`src/rtl/apb_master_bridge_if.sv`:
```
// Command/response handshake plus APB4 bus bundle
// for the requester-side APB master bridge.
interface apb_master_bridge_if #(
  parameter int DATA_WIDTH = 32,
  parameter int ADDR_WIDTH = 8
);
  localparam int SW = DATA_WIDTH / 8;

  logic                  cmd_valid;
  logic                  cmd_ready;
  logic                  cmd_write;
  logic [ADDR_WIDTH-1:0] cmd_addr;
  logic [DATA_WIDTH-1:0] cmd_wdata;
  logic [SW-1:0]         cmd_strb;

  logic                  rsp_valid;
  logic [DATA_WIDTH-1:0] rsp_rdata;
  logic                  rsp_err;
  logic                  rsp_timeout;

  logic [ADDR_WIDTH-1:0] PADDR;
  logic                  PSEL;
  logic                  PENABLE;
  logic                  PWRITE;
  logic [DATA_WIDTH-1:0] PWDATA;
  logic [SW-1:0]         PSTRB;
  logic                  PREADY;
  logic [DATA_WIDTH-1:0] PRDATA;
  logic                  SLVERROR;

  modport master (
    input  cmd_valid, cmd_write, cmd_addr,
    input  cmd_wdata, cmd_strb,
    input  PREADY, PRDATA, SLVERROR,
    output cmd_ready,
    output rsp_valid, rsp_rdata, rsp_err,
    output rsp_timeout,
    output PADDR, PSEL, PENABLE, PWRITE,
    output PWDATA, PSTRB
  );

  modport slave (
    output cmd_valid, cmd_write, cmd_addr,
    output cmd_wdata, cmd_strb,
    output PREADY, PRDATA, SLVERROR,
    input  cmd_ready,
    input  rsp_valid, rsp_rdata, rsp_err,
    input  rsp_timeout,
    input  PADDR, PSEL, PENABLE, PWRITE,
    input  PWDATA, PSTRB
  );
endinterface

```
`src/rtl/apb_master_bridge.sv`:
```
// APB4 master: valid/ready commands in, SETUP/ACCESS
// transfers out, one-cycle response pulse with timeout.
module apb_master_bridge #(
  parameter int DATA_WIDTH     = 32,
  parameter int ADDR_WIDTH     = 8,
  parameter int TIMEOUT_CYCLES = 16
) (
  input logic PCLK,
  input logic PRESETn,
  apb_master_bridge_if.master bus
);
  localparam int SW = DATA_WIDTH / 8;
  localparam bit TO_EN = TIMEOUT_CYCLES > 0;
  localparam int CW =
    TO_EN ? $clog2(TIMEOUT_CYCLES + 1) : 1;
  localparam logic [CW-1:0] TO_LAST =
    TO_EN ? CW'(TIMEOUT_CYCLES - 1) : '0;

  typedef enum logic [1:0] {
    IDLE,
    SETUP,
    ACCESS
  } state_t;

  state_t                state;
  logic [CW-1:0]         cnt;
  logic                  psel_q;
  logic                  penable_q;
  logic                  pwrite_q;
  logic [ADDR_WIDTH-1:0] paddr_q;
  logic [DATA_WIDTH-1:0] pwdata_q;
  logic [SW-1:0]         pstrb_q;
  logic                  rsp_valid_q;
  logic [DATA_WIDTH-1:0] rsp_rdata_q;
  logic                  rsp_err_q;
  logic                  rsp_to_q;

  logic in_access;
  logic timeout_hit;
  logic accept;

  assign in_access = state == ACCESS;
  assign timeout_hit = TO_EN && in_access &&
    cnt == TO_LAST && !bus.PREADY;

  assign bus.cmd_ready = (state == IDLE) ||
    (in_access && bus.PREADY && !timeout_hit);
  assign accept = bus.cmd_valid && bus.cmd_ready;

  assign bus.PSEL        = psel_q;
  assign bus.PENABLE     = penable_q;
  assign bus.PWRITE      = pwrite_q;
  assign bus.PADDR       = paddr_q;
  assign bus.PWDATA      = pwdata_q;
  assign bus.PSTRB       = pstrb_q;
  assign bus.rsp_valid   = rsp_valid_q;
  assign bus.rsp_rdata   = rsp_rdata_q;
  assign bus.rsp_err     = rsp_err_q;
  assign bus.rsp_timeout = rsp_to_q;

  always_ff @(posedge PCLK or negedge PRESETn) begin
    if (!PRESETn) begin
      state       <= IDLE;
      cnt         <= '0;
      psel_q      <= 1'b0;
      penable_q   <= 1'b0;
      pwrite_q    <= 1'b0;
      paddr_q     <= '0;
      pwdata_q    <= '0;
      pstrb_q     <= '0;
      rsp_valid_q <= 1'b0;
      rsp_rdata_q <= '0;
      rsp_err_q   <= 1'b0;
      rsp_to_q    <= 1'b0;
    end else begin
      rsp_valid_q <= 1'b0;
      // reads never present strobes on the bus
      if (accept) begin
        paddr_q  <= bus.cmd_addr;
        pwrite_q <= bus.cmd_write;
        pwdata_q <= bus.cmd_wdata;
        pstrb_q  <= bus.cmd_write ?
                    bus.cmd_strb : '0;
      end
      unique case (state)
        IDLE: begin
          if (accept) begin
            state     <= SETUP;
            psel_q    <= 1'b1;
            penable_q <= 1'b0;
          end
        end
        SETUP: begin
          state     <= ACCESS;
          penable_q <= 1'b1;
          cnt       <= '0;
        end
        ACCESS: begin
          if (bus.PREADY) begin
            rsp_valid_q <= 1'b1;
            rsp_rdata_q <= pwrite_q ?
                           '0 : bus.PRDATA;
            rsp_err_q   <= bus.SLVERROR;
            rsp_to_q    <= 1'b0;
            penable_q   <= 1'b0;
            if (accept) begin
              state <= SETUP;
            end else begin
              state  <= IDLE;
              psel_q <= 1'b0;
            end
          end else if (timeout_hit) begin
            rsp_valid_q <= 1'b1;
            rsp_rdata_q <= '0;
            rsp_err_q   <= 1'b1;
            rsp_to_q    <= 1'b1;
            state       <= IDLE;
            psel_q      <= 1'b0;
            penable_q   <= 1'b0;
          end else if (TO_EN) begin
            cnt <= cnt + CW'(1);
          end
        end
        default: begin
          state     <= IDLE;
          psel_q    <= 1'b0;
          penable_q <= 1'b0;
        end
      endcase
    end
  end
endmodule

```
`src/flat_wrapper.sv`:
```
// flat-port wrapper written by rule: the top's interface ports become plain ports
module apb_master_bridge_flat 
#(
  parameter int DATA_WIDTH     = 32,
  parameter int ADDR_WIDTH     = 8,
  parameter int TIMEOUT_CYCLES = 16
)
  (PCLK, PRESETn, bus_cmd_valid, bus_cmd_write, bus_cmd_addr, bus_cmd_wdata, bus_cmd_strb, bus_PREADY, bus_PRDATA, bus_SLVERROR, bus_cmd_ready, bus_rsp_valid, bus_rsp_rdata, bus_rsp_err, bus_rsp_timeout, bus_PADDR, bus_PSEL, bus_PENABLE, bus_PWRITE, bus_PWDATA, bus_PSTRB);
  apb_master_bridge_if #(.DATA_WIDTH(DATA_WIDTH), .ADDR_WIDTH(ADDR_WIDTH)) bus_i ();
  input logic PCLK;
  input logic PRESETn;
  input wire logic [$bits(bus_i.cmd_valid)-1:0] bus_cmd_valid;
  input wire logic [$bits(bus_i.cmd_write)-1:0] bus_cmd_write;
  input wire logic [$bits(bus_i.cmd_addr)-1:0] bus_cmd_addr;
  input wire logic [$bits(bus_i.cmd_wdata)-1:0] bus_cmd_wdata;
  input wire logic [$bits(bus_i.cmd_strb)-1:0] bus_cmd_strb;
  input wire logic [$bits(bus_i.PREADY)-1:0] bus_PREADY;
  input wire logic [$bits(bus_i.PRDATA)-1:0] bus_PRDATA;
  input wire logic [$bits(bus_i.SLVERROR)-1:0] bus_SLVERROR;
  output wire logic [$bits(bus_i.cmd_ready)-1:0] bus_cmd_ready;
  output wire logic [$bits(bus_i.rsp_valid)-1:0] bus_rsp_valid;
  output wire logic [$bits(bus_i.rsp_rdata)-1:0] bus_rsp_rdata;
  output wire logic [$bits(bus_i.rsp_err)-1:0] bus_rsp_err;
  output wire logic [$bits(bus_i.rsp_timeout)-1:0] bus_rsp_timeout;
  output wire logic [$bits(bus_i.PADDR)-1:0] bus_PADDR;
  output wire logic [$bits(bus_i.PSEL)-1:0] bus_PSEL;
  output wire logic [$bits(bus_i.PENABLE)-1:0] bus_PENABLE;
  output wire logic [$bits(bus_i.PWRITE)-1:0] bus_PWRITE;
  output wire logic [$bits(bus_i.PWDATA)-1:0] bus_PWDATA;
  output wire logic [$bits(bus_i.PSTRB)-1:0] bus_PSTRB;
  assign bus_i.cmd_valid = bus_cmd_valid;
  assign bus_i.cmd_write = bus_cmd_write;
  assign bus_i.cmd_addr = bus_cmd_addr;
  assign bus_i.cmd_wdata = bus_cmd_wdata;
  assign bus_i.cmd_strb = bus_cmd_strb;
  assign bus_i.PREADY = bus_PREADY;
  assign bus_i.PRDATA = bus_PRDATA;
  assign bus_i.SLVERROR = bus_SLVERROR;
  assign bus_cmd_ready = bus_i.cmd_ready;
  assign bus_rsp_valid = bus_i.rsp_valid;
  assign bus_rsp_rdata = bus_i.rsp_rdata;
  assign bus_rsp_err = bus_i.rsp_err;
  assign bus_rsp_timeout = bus_i.rsp_timeout;
  assign bus_PADDR = bus_i.PADDR;
  assign bus_PSEL = bus_i.PSEL;
  assign bus_PENABLE = bus_i.PENABLE;
  assign bus_PWRITE = bus_i.PWRITE;
  assign bus_PWDATA = bus_i.PWDATA;
  assign bus_PSTRB = bus_i.PSTRB;
  apb_master_bridge #(.DATA_WIDTH(DATA_WIDTH), .ADDR_WIDTH(ADDR_WIDTH), .TIMEOUT_CYCLES(TIMEOUT_CYCLES)) u_core (.PCLK(PCLK), .PRESETn(PRESETn), .bus(bus_i));
endmodule
```
`config.mk`:
```
export PLATFORM = sky130hd
export DESIGN_NAME = apb_master_bridge_flat
export DESIGN_NICKNAME = d
export VERILOG_FILES = /design/src/rtl/apb_master_bridge_if.sv /design/src/rtl/apb_master_bridge.sv /design/src/flat_wrapper.sv
export SDC_FILE = /design/constraint.sdc
export NUM_CORES = 1
export LEC_CHECK = 0
export CORE_AREA = 8 8 92 114
export CTS_CLUSTER_SIZE = 10
export DETAILED_ROUTE_END_ITERATION = 16
export DIE_AREA = 0 0 100 122
export GPL_ROUTABILITY_DRIVEN = 0
export PLACE_DENSITY = 0.78
export SLEW_MARGIN = 25
export SYNTH_ARGS = -nofsm -noshare
export SYNTH_HDL_FRONTEND = slang
export SYNTH_SLANG_ARGS = --single-unit
```
`constraint.sdc`:
```
create_clock -name PCLK -period 2.48 [get_ports PCLK]
set_input_delay 0.62 -clock PCLK [delete_from_list [all_inputs] [get_ports PCLK]]
set_output_delay 0.62 -clock PCLK [all_outputs]
set_load 0.01 [all_outputs]
```
## Word level (Yosys, flattened, before mapping)

Index checks and enable logic that the tools add are counted.

- Muxes and demuxes: 26
- Reduce and logical (&&, ||, !) cells: 15
- Add/subtract/negate cells: 1
- Eq/ne operators: 8
- Bitwise logic cells: 1

Operators by type and width:

| cell | count |
|---|---|
| two-way mux 32 bit | 3 |
| two-way mux 1 bit | 13 |
| two-way mux 5 bit | 2 |
| one-hot mux 5 bit (2 select lines) | 1 |
| two-way mux 2 bit | 3 |
| != test 3 bit (second input constant) | 2 |
| one-hot mux 1 bit (3 select lines) | 2 |
| one-hot mux 2 bit (3 select lines) | 1 |
| adder 5 x 1 -> 5 bit (second input constant) | 1 |
| equality test 5 x 4 -> 1 bit (second input constant) | 1 |
| logical AND 1 bit | 5 |
| two-way mux 4 bit | 1 |
| != test 2 bit (second input constant) | 2 |
| AND reduction 2 bit | 2 |
| AND reduction 4 bit | 1 |
| nonzero test 2 bit | 2 |
| AND reduction 3 bit | 1 |
| equality test 2 x 1 -> 1 bit (second input constant) | 1 |
| equality test 2 bit (second input constant) | 1 |
| logical NOT 1 bit | 2 |
| logical NOT 2 bit | 1 |
| != test 2 x 1 -> 1 bit (second input constant) | 1 |
| logical OR 1 bit | 1 |
| inverter 1 bit | 1 |

- Output and inout port bits: 83
- Flip-flop bits (word level): 89
- Bits of input ports: 82
- Word-level logic and storage cells: 63

## Longest topological paths before layout

- Word-level depth: 10
- Gate-level depth with buffers: 6
- Mapped depth without buffers: 6

## Worst setup path before layout

Ideal clock, no wire load.

- Path kind: register to register
- Start point: reg u_core.cnt[0]
- End point: reg u_core.cnt[0]
- Data required time: 2.359 ns
- Path buffers: 0
- Arrival: 1.619 ns
- Period minus slack after synthesis: 1.740 ns
- Setup time: 0.121 ns
- Path slack: 0.740 ns
- Cell stages (with the launch flop): 7
- Cell sequence: dfrtp_1 > ha_1 > and3_1 > ha_1 > nor2_1 > a21oi_1 > a22o_1

- Longest elaborated chain between the ends: 5
- Elaborated cells between the ends (all ways): 9
- Those cells by class: add/sub (1); eq/ne (2); mux (3); reduce/logical (3)

RTL lines:

| item | RTL line | source |
|---|---|---|
| start, declared | apb_master_bridge.sv:26 | `logic [CW-1:0] cnt;` |
| start signal, assigned | apb_master_bridge.sv:121 | `cnt <= cnt + CW'(1);` |
| branches (longest 5 deep; another with adder 5 x 1 -> 5 bit) | -- |  |

Several ways; the timed one is not identified. The select of a mux whose other input is x is not followed.
A chain may end at the register's enable or synchronous reset.

## Final worst setup path

- Start point: in bus_PREADY
- End point: out bus_cmd_ready

- Longest elaborated chain between the ends: 5
- Elaborated cells between the ends (all ways): 6
- Those cells by class: reduce/logical (6)

RTL lines:

| item | RTL line | source |
|---|---|---|
| start, declared | flat_wrapper.sv:17 | `input wire logic [$bits(bus_i.PREADY)-1:0] bus_PREADY;` |
| logical NOT 1 bit | apb_master_bridge.sv:44 | `cnt == TO_LAST && !bus.PREADY;` |
| logical AND 1 bit | apb_master_bridge.sv:44 |  |
| logical NOT 1 bit | apb_master_bridge.sv:47 | `(in_access && bus.PREADY && !timeout_hit);` |
| logical AND 1 bit (*) | apb_master_bridge.sv:47 |  |
| logical OR 1 bit (*) | apb_master_bridge.sv:46 | `assign bus.cmd_ready = (state == IDLE) \|\|` |
| end, declared | flat_wrapper.sv:20 | `output wire logic [$bits(bus_i.cmd_ready)-1:0] bus_cmd_ready;` |

Every way passes the cells marked *; elsewhere a longest branch is shown, timed or not.

==> impl_metrics.sql <==
INSERT INTO impl_metrics (metric_group, metric, value, unit) VALUES
('synth', 'netlist_instances', '231', ''),
('grt', 'antenna_found_initial', '0', ''),
('clock_tree', 'cts_max_path_buffers', '2', ''),
('power', 'cellPowerDensity', '912.0', 'mW/mm^2'),
('synth', 'synthMuxAreaShare', '0.1482', ''),
('grt', 'grt_start_max_net_pins', '89', ''),
('route', 'initialDrtViolationCount', '80', ''),
('synth', 'post-synth-top-area-cell', 'dfrtp_1', ''),
('synth', 'synth_xor_xnor_area_share', '0.002588', ''),
('synth', 'synth_fa_ha_area_frac', '0.007394', ''),
('setup_path', 'worst_setup_path_start_kind', 'primary input', ''),
('die', 'ios', '165', ''),
('timing', 'fmax', '0.4880', 'GHz'),
('synth', 'synthSimpleGateAreaFrac', '0.03623', ''),
('die', 'placementRows', '38', ''),
('clock_tree', 'tritoncts_num_sinks', '88', ''),
('grt', 'global_route.usage.total', '0.1498', ''),
('timing', 'finalHoldViolations', '0', ''),
('job', 'drv.max_cap_violation_count', '0', ''),
('synth', 'synth_enable_flop_cells', '0', ''),
('setup_path', 'slowest_delay', '0.44', 'ns'),
('power', 'post-layout-total-power', '4.895', 'mW'),
('die', 'core', '0.008653', 'sq mm'),
('place', 'numPortBuffers', '164', ''),
('route', 'wire_per_inst', '17.31', 'um'),
('grt', 'grt_pass1_vias', '2716', ''),
('setup_path', 'critical_path.max_fanout', '2', ''),
('synth', 'mappedNetlistArea', '0.003384', 'sq mm'),
('timing', 'finClkSkew', '0.008756', 'ns'),
('timing', 'final.min_clock_period', '2.049', 'ns'),
('place', 'detailed_place_hpwl', '6768', 'um'),
('grt', 'global_route.overflow_total', '0', ''),
('synth', 'synth.top_cells.by_area', 'dfrtp_1 (65%), mux2_2 (12%), a22o_1 (9.1%)', ''),
('timing', 'timing.final.max_slew_violations', '0', ''),
('synth', 'synth-seq-area-share', '0.6506', ''),
('final_layout', 'fillers', '708', ''),
('final_layout', 'layoutNonFillerInstCount', '523', ''),
('clock_tree', 'post_cts_setup_repair_buffer_count', '0', ''),
('grt', 'grt_pass1_wl', '14220', 'um'),
('synth', 'synth.cells.most_frequent', 'dfrtp_1 (88), a22o_1 (35), mux2_2 (35)', ''),
('synth', 'avgSynthCellArea', '14.65', 'sq um'),
('timing', 'timing.max_slew.rel_slack', '0.6891', ''),
('final_layout', 'diodes_inserted', '0', ''),
('synth', 'synth_cell_types', '31', ''),
('die', 'die_h', '122', 'um'),
('synth', 'synth.yosys.warnings', '0', ''),
('synth', 'synth_compound_area_frac', '0.1168', ''),
('power', 'vdd.ir_drop.worst', '0.5903', 'mV'),
('clock_tree', 'cts.reportedPaths.clkPinSlew', '0.08', 'ns'),
('timing', 'finalSetupViolCount', '0', ''),
('die', 'die_width', '100', 'um'),
('place', 'placed_cells', '510', ''),
('final_layout', 'fin_nets', '485', ''),
('run_status', 'result_of_the_run', 'complete, no violations', ''),
('synth', 'synth_top_family_by_area', 'multiplexers', ''),
('timing', 'timing.setup.tns', '0', 'ns'),
('route', 'vias', '2536', ''),
('clock_tree', 'cts.hold.buffers_added', '0', ''),
('power', 'static-leakage-power', '2.299', 'nW'),
('die', 'floorplan.die_area', '0.01220', 'sq mm'),
('min_path', 'worstHoldPathType', 'in2async', ''),
('timing', 'post-route-period-util', '0.8264', ''),
('route', 'routed_via_density', '4.849', ''),
('route', 'wirelength', '9055', 'um'),
('final_layout', 'drive_above_1_share', '0.1489', ''),
('route', 'antenna_left', '0', ''),
('timing', 'worst-slew-pin-transition', '0.4663', 'ns'),
('final_layout', 'layout-area-overhead-vs-synth', '58.60', '%'),
('clock_tree', 'cts_inserted_buffers', '9', ''),
('setup_path', 'timing.setup.critical_path_class', 'in2out', ''),
('route', '1st_pass_router_iterations', '4', '');
==> cell usage in the layout, fill, tap and decap left out, drive strengths merged, types with 2 or more instances in the layout <==
cell,count
clkdlybuf4s50,162
dfrtp,88
mux2,41
a22o,35
clkbuf,12
inv,10
buf,9
a21oi,7
nand2,7
mux2i,4
o21ai,4
nor2,3
and3,2
nand3,2
ha,2
==> where the power goes <==
part	internal (mW)	switching, mW	total (mW)
clock	0.402	0.451	0.853
sequential	1.87	0.250	2.12
combinational	1.21	0.706	1.92
total	3.49	1.41	4.90
==> path summary, 6_finish.rpt <==
kind / endpoint / cells after the start / from / slack [ns]
min in group PCLK: u_core.bus.PWDATA[6]$_DFFE_PN0P_ / 1 / u_core.bus.PWDATA[6]$_DFFE_PN0P_ / 0.49
max reg2reg: u_core.bus.rsp_err$_DFFE_PN0P_ / 7 / u_core.cnt[0]$_DFFE_PN0P_ / 0.62
max: bus_cmd_ready / 4 / bus_PREADY / 0.43
min reg2reg: u_core.bus.PWDATA[6]$_DFFE_PN0P_ / 1 / u_core.bus.PWDATA[6]$_DFFE_PN0P_ / 0.49
max in group asynchronous: u_core.bus.PWDATA[23]$_DFFE_PN0P_ / 2 / PRESETn / 1.81
min: u_core.bus.rsp_rdata[17]$_DFFE_PN0P_ / 2 / PRESETn / 0.30
==> layer usage <==
layer	vias to the layer above	GRT usage	wire length, um
met5	-	0	0
met4	0	0.07204	163
li1	1172	-	-
met3	12	0.05365	847
met2	108	0.2495	4505
met1	1244	0.1670	3539
==> what timing repair did <==
item | 4_1_cts | 5_1_grt
hold endpoints to repair | 0 | 0
endpoints found under the setup margin | 0 | 1
resized for setup | 0 | 1
==> state kept, by name (all words and copies together) (netlist names) <==
register	cells
u_core.bus.PADDR	8
u_core.bus.PSEL	1
u_core.bus.PSTRB	4
u_core.bus.PWDATA	32
u_core.bus.PWRITE	1
u_core.bus.rsp_err	1
u_core.bus.rsp_rdata	32
u_core.bus.rsp_timeout	1
u_core.bus.rsp_valid	1
u_core.cnt	5
u_core.state	2
==> through the flow <==
step	worst slack, ns	hold slack [ns]	area (sq um)
after floorplan	0.7404	0.3244	3385
after global placement	0.06606	0.4679	5205
after detailed placement	0.04362	0.4773	5205
after CTS	0.03548	0.3120	5365
after global routing	0.3635	0.3367	5368
final	0.4306	0.2982	5368
==> kinds of logic after synthesis <==
kind of cell | count (synthesis)
DFF | 88
AOI/OAI and AO/OA | 50
muxes | 45
buffers and inverters | 23
and+or+nand+nor | 22
adders and majority gates | 2
xor gates and xnor gates | 1
==> worst max-delay path, delay by kind of cell <==
family                 cells  cell delay, ns
and+or+nand+nor            2            0.19
buffers and inverters      2            0.63
==> area by class of cell <==
| class | count | area (sq um) | area share |
|---|---|---|---|
| inverters | 10 | 37.54 | 0.006993 |
| clock inverters | 1 | 5.005 | 0.0009324 |
| well taps | 120 | 150.1 | 0.02797 |
| flip-flops and latches | 88 | 2202 | 0.4103 |
| multi-input cells | 120 | 1066 | 0.1986 |
| clock buffers | 12 | 155.1 | 0.02890 |
| repair buffers | 172 | 1752 | 0.3263 |
Power figures use the tool's default switching activity.
